$ cat src/rtl/otprom_burner.sv
// otprom_burner: burns requested bits of one OTPROM word with a read-modify-write,
// a timed program pulse, a verify read-back and a bounded number of retries.
`ifndef BUS_WIDTH
`define BUS_WIDTH 8
`endif
`ifndef DATA_WIDTH
`define DATA_WIDTH 16
`endif

module otprom_burner #(
  parameter int PULSE_CYCLES = 4,
  parameter int MAX_RETRY    = 2
) (
  input  logic                       clk,
  input  logic                       reset,
  input  logic                       prog_req,
  output logic                       prog_ready,
  input  logic [`BUS_WIDTH-1:0]      prog_addr,
  input  logic [`DATA_WIDTH-1:0]     prog_data,
  input  logic                       prog_lock,
  output logic                       prog_done,
  output logic [1:0]                 prog_status,
  output logic                       busy,
  output logic [`BUS_WIDTH-1:0]      ram_raddr,
  output logic                       ram_ren,
  input  logic [`DATA_WIDTH-1:0]     ram_rdata,
  output logic [`BUS_WIDTH-1:0]      ram_waddr,
  output logic [`DATA_WIDTH-1:0]     ram_wdata,
  output logic [`DATA_WIDTH/8-1:0]   ram_wen
);

  localparam int AW  = `BUS_WIDTH;
  localparam int DW  = `DATA_WIDTH;
  localparam int PW  = (PULSE_CYCLES > 1) ? $clog2(PULSE_CYCLES) : 1;
  localparam int RW  = (MAX_RETRY + 1 > 1) ? $clog2(MAX_RETRY + 1) : 1;
  localparam logic [PW-1:0] PULSE_LAST = PW'(PULSE_CYCLES - 1);
  localparam logic [RW-1:0] RETRY_MAX  = RW'(MAX_RETRY);

  typedef enum logic [2:0] {
    S_IDLE, S_RD, S_CAP, S_WR, S_VRD, S_VCAP, S_DONE
  } state_t;

  state_t          r_state;
  state_t          w_next;
  logic [AW-1:0]   r_addr;
  logic [DW-1:0]   r_data;
  logic [DW-1:0]   r_old;
  logic [PW-1:0]   r_pulse;
  logic [RW-1:0]   r_retry;
  logic [1:0]      r_status;
  logic            w_noop;
  logic            w_verified;

  assign w_noop     = (r_data & ~ram_rdata) == '0;
  assign w_verified = (ram_rdata & r_data) == r_data;

  always_ff @(posedge clk or posedge reset) begin
    if (reset) begin
      r_state  <= S_IDLE;
      r_addr   <= '0;
      r_data   <= '0;
      r_old    <= '0;
      r_pulse  <= '0;
      r_retry  <= '0;
      r_status <= 2'b00;
    end else begin
      r_state <= w_next;
      case (r_state)
        S_IDLE: begin
          if (prog_req) begin
            r_addr  <= prog_addr;
            r_data  <= prog_data;
            r_retry <= '0;
            if (prog_lock) r_status <= 2'b11;
          end
        end
        S_CAP: begin
          r_old   <= ram_rdata;
          r_pulse <= '0;
          if (w_noop) r_status <= 2'b01;
        end
        S_WR: r_pulse <= r_pulse + 1'b1;
        S_VCAP: begin
          if (w_verified) begin
            r_status <= 2'b00;
          end else if (r_retry < RETRY_MAX) begin
            r_retry <= r_retry + 1'b1;
            r_pulse <= '0;
          end else begin
            r_status <= 2'b10;
          end
        end
        default: ;
      endcase
    end
  end

  // RAM strobes depend on state alone so a reset drops the write immediately.
  always_comb begin
    w_next      = r_state;
    prog_ready  = 1'b0;
    busy        = 1'b1;
    prog_done   = 1'b0;
    ram_ren     = 1'b0;
    ram_raddr   = '0;
    ram_wen     = '0;
    ram_waddr   = '0;
    ram_wdata   = '0;
    case (r_state)
      S_IDLE: begin
        prog_ready = 1'b1;
        busy       = 1'b0;
        if (prog_req) w_next = prog_lock ? S_DONE : S_RD;
      end
      S_RD: begin
        ram_ren   = 1'b1;
        ram_raddr = r_addr;
        w_next    = S_CAP;
      end
      S_CAP: w_next = w_noop ? S_DONE : S_WR;
      S_WR: begin
        ram_wen   = '1;
        ram_waddr = r_addr;
        ram_wdata = r_old | r_data;
        if (r_pulse == PULSE_LAST) w_next = S_VRD;
      end
      S_VRD: begin
        ram_ren   = 1'b1;
        ram_raddr = r_addr;
        w_next    = S_VCAP;
      end
      S_VCAP: begin
        if (w_verified)                w_next = S_DONE;
        else if (r_retry < RETRY_MAX)  w_next = S_WR;
        else                           w_next = S_DONE;
      end
      S_DONE: begin
        prog_done = 1'b1;
        w_next    = S_IDLE;
      end
      default: w_next = S_IDLE;
    endcase
  end

  assign prog_status = r_status;

endmodule

$ cat config.mk
export PLATFORM = sky130hd
export DESIGN_NAME = otprom_burner
export DESIGN_NICKNAME = d
export VERILOG_FILES = /design/src/rtl/otprom_burner.sv
export SDC_FILE = /design/constraint.sdc
export NUM_CORES = 1
export LEC_CHECK = 0
export CAP_MARGIN = 20
export CORE_MARGIN = 5
export CORE_UTILIZATION = 41
export DETAILED_ROUTE_END_ITERATION = 6
export PLACE_DENSITY = 0.84
export SYNTH_ARGS = -nofsm -noshare
export SYNTH_HDL_FRONTEND = slang
export SYNTH_SLANG_ARGS = --single-unit
$ cat constraint.sdc
create_clock -name clk -period 1.6 [get_ports clk]
set_input_delay 0.4 -clock clk [delete_from_list [all_inputs] [get_ports clk]]
set_output_delay 0.4 -clock clk [all_outputs]
set_load 0.02 [all_outputs]
Yosys cells after proc, flatten, opt, wreduce, memory -nomap -nowiden
Cells that the tools add are included.
{"block": "classes", "add_sub_neg": 2, "mul": 0, "div": 0, "n_lt_le_gt_ge": 1, "eq_ne": 15, "n_shift": 0, "muxes": 28, "bitwise": 4, "reduce_logical": 11}
{"cell": "16-bit AND", "count": 2}
{"cell": "2-bit 2-to-1 mux", "count": 11}
{"cell": "3-bit 2-to-1 mux", "count": 6}
{"cell": "3-bit one-hot mux with 6 select lines", "count": 1}
{"cell": "16-bit == test", "count": 1}
{"cell": "16-bit logical NOT", "count": 1}
{"cell": "16-bit 2-to-1 mux", "count": 1}
{"cell": "8-bit 2-to-1 mux", "count": 2}
{"cell": "16-bit inverter", "count": 1}
{"cell": "16-bit OR", "count": 1}
{"cell": "2-bit inequality test (second input constant)", "count": 6}
{"cell": "2-bit one-hot mux with 3 select lines", "count": 2}
{"cell": "3-bit == test (second input constant)", "count": 3}
{"cell": "3-bit by 2-bit == test with 1-bit output (second input constant)", "count": 2}
{"cell": "3-bit nonzero test", "count": 2}
{"cell": "5-bit AND reduction", "count": 1}
{"cell": "2-bit by 1-bit adder with 2-bit output (second input constant)", "count": 2}
{"cell": "1-bit 2-to-1 mux", "count": 4}
{"cell": "2-bit one-hot mux with 2 select lines", "count": 1}
{"cell": "2-bit AND reduction", "count": 2}
{"cell": "4-bit AND reduction", "count": 1}
{"cell": "3-bit by 1-bit == test with 1-bit output (second input constant)", "count": 1}
{"cell": "3-bit logical NOT", "count": 1}
{"cell": "3-bit inequality test (second input constant)", "count": 1}
{"cell": "5 further kinds", "count": 5}
{"block": "totals", "regBits": 49, "latchBits": 0, "ram_bits": 0, "romBits": 0, "inputBits": 44, "output_inout_bits": 40, "memories": 0}

Logic depth before layout (Yosys ltp)
{"block": "depth", "depth_word": 5, "ltp_mapped": 7}

Least setup slack after synthesis
OpenSTA, ideal clock, no wires.
{"block": "synth_timing", "path_type": "register -> output", "start": "register r_state[0]", "end": "output port ram_raddr[0]", "t_arrival_ns": 1.480, "slack_ns": -0.280, "path_stages_with_launch": 5, "cell_sequence": "dfrtp_1 > buf_4 > xnor2_1 > nor2_1 > and2_1"}
{"block": "synth_between", "elab_chain_cells": 3}
{"item": "start, declared", "line_no": "43", "source": "state_t r_state;"}
{"item": "start signal, assigned", "line_no": "67", "source": "r_state <= w_next;"}
{"item": "3-bit == test or 3-bit by 1-bit == test with 1-bit output (tied branches)", "line_no": "109", "source": "case (r_state)"}
{"item": "2-bit OR reduction (no line) (*)"}
{"item": "8-bit 2-to-1 mux (*)", "line_no": "109"}
{"item": "end, declared", "line_no": "24", "source": "output logic [`BUS_WIDTH-1:0] ram_raddr,"}
Every way passes the cells marked *; elsewhere a longest branch is shown, timed or not.

Worst setup path after layout
{"block": "layout_timing", "start": "register r_state[2]", "end": "output port ram_wdata[10]"}
{"block": "layout_between", "elab_chain_cells": 2}
{"item": "3-bit by 2-bit == test with 1-bit output", "line_no": "109"}
{"item": "16-bit 2-to-1 mux", "line_no": "109"}
{"item": "end, declared", "line_no": "28", "source": "output logic [`DATA_WIDTH-1:0] ram_wdata,"}
No other way between the ends.

==> flow_results.org <==
** Outcome
- Outcome :: complete, but fails checks
- The final reports fail on negative setup slack.

** Timing
- Relative max-transition margin :: 67.94%
- For the pin with the worst max-slew slack, the measured transition is 480.9 ps.
- Part of the cycle the worst path needs :: 118.1%
- Across all hold checks on the routed design, the worst slack comes to 410.8 ps.
- Setup repair after global routing could not meet its margin everywhere.
- For this run, the top clock speed supported by timing is 529.2 MHz.
- The final-report max-slew violation count is 0.
- The worst path in the final design needs a cycle of roughly 1900 ps, including I/O delays and setup.
- The number of hold violations in the final report was 0.
- Worst setup slack after layout :: -289.5 ps
- Setup violations remaining at the end of the flow were counted as 60.
- The clock arrives with 8.827 ps of skew.

** Worst setup path
- Highest net fanout along the worst path :: 6
- CP bufs+invs :: 2
- Critical path startpoint category :: register
- Cell at the slowest stage of the critical path :: sky130_fd_sc_hd__dfrtp_2
- Crit Path Category :: register to primary output
- Data on the critical path arrives at its endpoint at between 1000 and 1500 ps.
- List of cells traversed by the critical path :: nor2b_4, nand2_4, buf_12, nor2_2, buf_4
- Critical path required time :: 1200 ps
- On the worst path, the slowest cell contributes a delay of 500 ps.
- Category of the worst setup path capture point :: primary output
- Cell class contributing the biggest share of worst-path delay :: flip-flops

** Floorplan
- The die is 88.15 µm tall.
- Row generation in the floorplan step produced 28 rows.
- The total area inside the core boundary comes to 5921 µm².
- Once the floorplan was initialized, standard cells occupied 42.29% of the core.
- Number of I/O pins :: 84
- The die covers between 7000 and 8000 µm².
- The floorplan step set the die width to ~88 µm.

** Synth
- Among all cell types in the netlist, the one instantiated most often is sky130_fd_sc_hd__nand2_1.
- Post-synth net total :: around 320
- Sequential element share of the synthesized area :: 48.98%
- Netlist cell types :: 38
- Top cell type's share of synthesized area :: 48.98%
- Summing every instance area after synthesis gives 2504 µm².
- During synthesis, Yosys emitted a total of 0 warnings.
- Number of synthesized flops with an enable pin :: 0
- sky130_fd_sc_hd__dfrtp_1 takes more of the synthesized area than any other cell.
- Each instance of the synthesized netlist takes up on average 8.974 µm².
- By area the synthesized netlist is led by sky130_fd_sc_hd__dfrtp_1, sky130_fd_sc_hd__nand2_1, sky130_fd_sc_hd__mux2_2, sky130_fd_sc_hd__nor2_1, sky130_fd_sc_hd__nand2b_1.
- Commonest cells in the netlist :: sky130_fd_sc_hd__nand2_1, sky130_fd_sc_hd__dfrtp_1, sky130_fd_sc_hd__nor2_1
- Fraction of synthesis flops using an asynchronous set or reset pin :: 100.0%
- Among all flip-flop cells after synthesis, the most frequent one is sky130_fd_sc_hd__dfrtp_1.
- Synthesis produced a netlist whose cell count is roughly 280.
- Count of state elements after synthesis :: 49

** Power and ir drop
- Lkg Pwr :: 2.198 nW
- Post-route total power :: 0.009420 W
- Maximum ir drop on the vdd rail :: 1.237 mV
- Power Dens Cells :: 2078 nW/µm²

** Global route
- The number of global-route vias before repair is 2553.
- Met3 track demand over resource :: 4.516%
- Global routing consumed, over all layers together, 21.07% of the routing resources.
- Global routing consumed, on the met1 layer, 25.80% of the routing resources.
- The initial antenna violation count came to 0.
- Global-route wire length before repair :: approximately 13000 µm
- Largest net degree at the start of global routing :: 50
- Global routing finished with a remaining overflow of 0.
- met2 is the most crowded layer.
- GRT met2 Usage :: 37.05%

** Routing
- Post-detailed-route via-to-cell ratio :: between 5 and 6
- Across all layers, the routed design uses approximately 2500 vias.
- The detailed router finished its first iteration with between 100 and 150 violations.
- Count of antenna-violating nets left after detailed routing :: 0
- DRC errors left :: 0
- Total routed wirelength :: 8728 µm
- Number of search-and-repair iterations in the first detailed-routing pass :: 4
- Dividing the detail-routed wire length by the instance count gives 18.65 µm.

** Final layout
- ANT cells :: 0
- Once layout is complete, the cells apart from fillers number around 470.
- Area delta synth->final :: 81.11%
- Layout cells sized above 1 :: 44.53%
- Layout Cell Area excl Fill :: 4534 µm²
- At the end of the flow, the number of nets in the layout was 437.
- The filler cells instantiated in the layout total 395.
- At the end of the flow the core is filled with cells to 76.59%.

** Clock network
- Clock-pin slew was measured on the worst setup and hold paths at about 100 ps.
- Clock Tree Buf Depth :: 2
- Root Driver :: sky130_fd_sc_hd__clkbuf_8
- CTS tree :: done
- Worst-skew pair later-pin latency :: 300 ps
- The clock tree synthesis step divided the H-tree into 2 levels.
- Clock Sinks :: 49
- Buffers inserted during clock tree synthesis total 5.
- Buffers inserted to repair hold after CTS numbered 0.

** Place
- Once placement completed, the tool counted placed cells totaling 439.
- Post-detailed-placement half-perimeter wirelength :: 4810 µm
- At the end of routability-driven placement, the weighted congestion stood at 0.8574.
- Buffers placed on the I/O ports in this run total 83.
- After detailed placement, the total cell area comes to 3645 µm².

** Hold path
- Path type of the worst min-delay path :: input port to register

** Flow run
- Max-cap violations in this run came to 0.
==> cell families (layout without fill, tap and decap cells) <==
logic type / Yosys count / count (layout) / synth area share, %
adder cells (fa/ha/maj): 1 / 1 / 0.4997
XOR/XNOR: 1 / 1 / 0.3499
AND/OR/NAND/NOR: 154 / 155 / 28.39
AO/OA/AOI/OAI: 31 / 31 / 9.196
multiplexers: 17 / 17 / 7.596
flip-flops: 49 / 49 / 48.98
buffers and inverters: 26 / 139 / 4.998
==> what timing repair did <==
action | 4_1_cts | 5_1_grt
gates resized for setup | 305 | 62
pin swaps | 14 | 25
cloned | 5 | 2
setup buffers | 9 | 9
setup endpoints to repair | 66 | 83
==> placed cells by master (no fill, tap or decap), types with 4 or more instances in the layout <==
master                            Yosys  final
sky130_fd_sc_hd__a21oi_1              6      6
sky130_fd_sc_hd__dlygate4sd2_1        0     13
sky130_fd_sc_hd__nand2_1             74     66
sky130_fd_sc_hd__and2_4               0      9
sky130_fd_sc_hd__nand2_2              1      5
sky130_fd_sc_hd__dfrtp_1             49     47
sky130_fd_sc_hd__nand2b_4             0     12
sky130_fd_sc_hd__clkbuf_8             0      6
sky130_fd_sc_hd__dlymetal6s2s_1       0      5
sky130_fd_sc_hd__nor2_4               0     17
sky130_fd_sc_hd__buf_4                7     13
sky130_fd_sc_hd__and3_1               9      7
sky130_fd_sc_hd__clkdlybuf4s50_1      0     27
sky130_fd_sc_hd__buf_12               0     11
sky130_fd_sc_hd__mux2_4               0     16
sky130_fd_sc_hd__inv_1               10      7
sky130_fd_sc_hd__nor2_1              38     20
sky130_fd_sc_hd__nand2_4              0      4
sky130_fd_sc_hd__buf_6                0     49
==> metrics by stage <==
step           TNS [ps]  setup WS [ps]
6_report         -10550         -289.5
5_1_grt          -13710         -326.2
3_3_place_gp     -15020         -390.3
3_5_place_dp     -16780         -435.7
2_1_floorplan    -27.67         -27.67
4_1_cts           -9818         -280.8
==> power breakdown <==
group / total (W) / switching (W) / internal, W
Sequential: 0.00246 / 0.000613 / 0.00184
Clock: 0.000929 / 0.000421 / 0.000509
Combinational: 0.00604 / 0.00290 / 0.00313
Total: 0.00942 / 0.00394 / 0.00548
==> registers in the layout, indices dropped and copies added (netlist names) <==
register / count
prog_status: 2
r_addr: 8
r_data: 16
r_old: 16
r_pulse: 2
r_retry: 2
r_state: 3
==> metal layers <==
metal | part of all wire (%) | up-vias
met3 | 6.8 | 15
met4 | 1.7 | 0
met2 | 54 | 90
met1 | 38 | 1238
li1 | - | 1142
met5 | 0 | -
==> final cells by class <==
class                   instances  area [µm²]  area share [%]
multi-input cells             205        1658           36.56
clock buffers                   6       82.58           1.821
flip-flops and latches         49        1229           27.10
clock inverters                 2       37.54          0.8278
well taps                      75       93.84           2.070
repair buffers                121        1394           30.74
inverters                      10       40.04          0.8830
==> final timing paths <==
| kind | startpoint | to | slack [ps] | cells after the start |
|---|---|---|---|---|
| max | r_state[2] | ram_wdata[10] | -290 | 5 |
| min | ram_rdata[4] | r_old[4] | 410 | 2 |
| max reg2reg | r_state[2] | r_old[0] | -110 | 6 |
| min reg2reg | r_addr[4] | r_addr[4] | 500 | 2 |
| max in group asynchronous | reset | r_state[0] | 920 | 3 |
| min in group asynchronous | reset | r_old[2] | 440 | 3 |
Note: power is estimated with default switching activity, not from simulation.
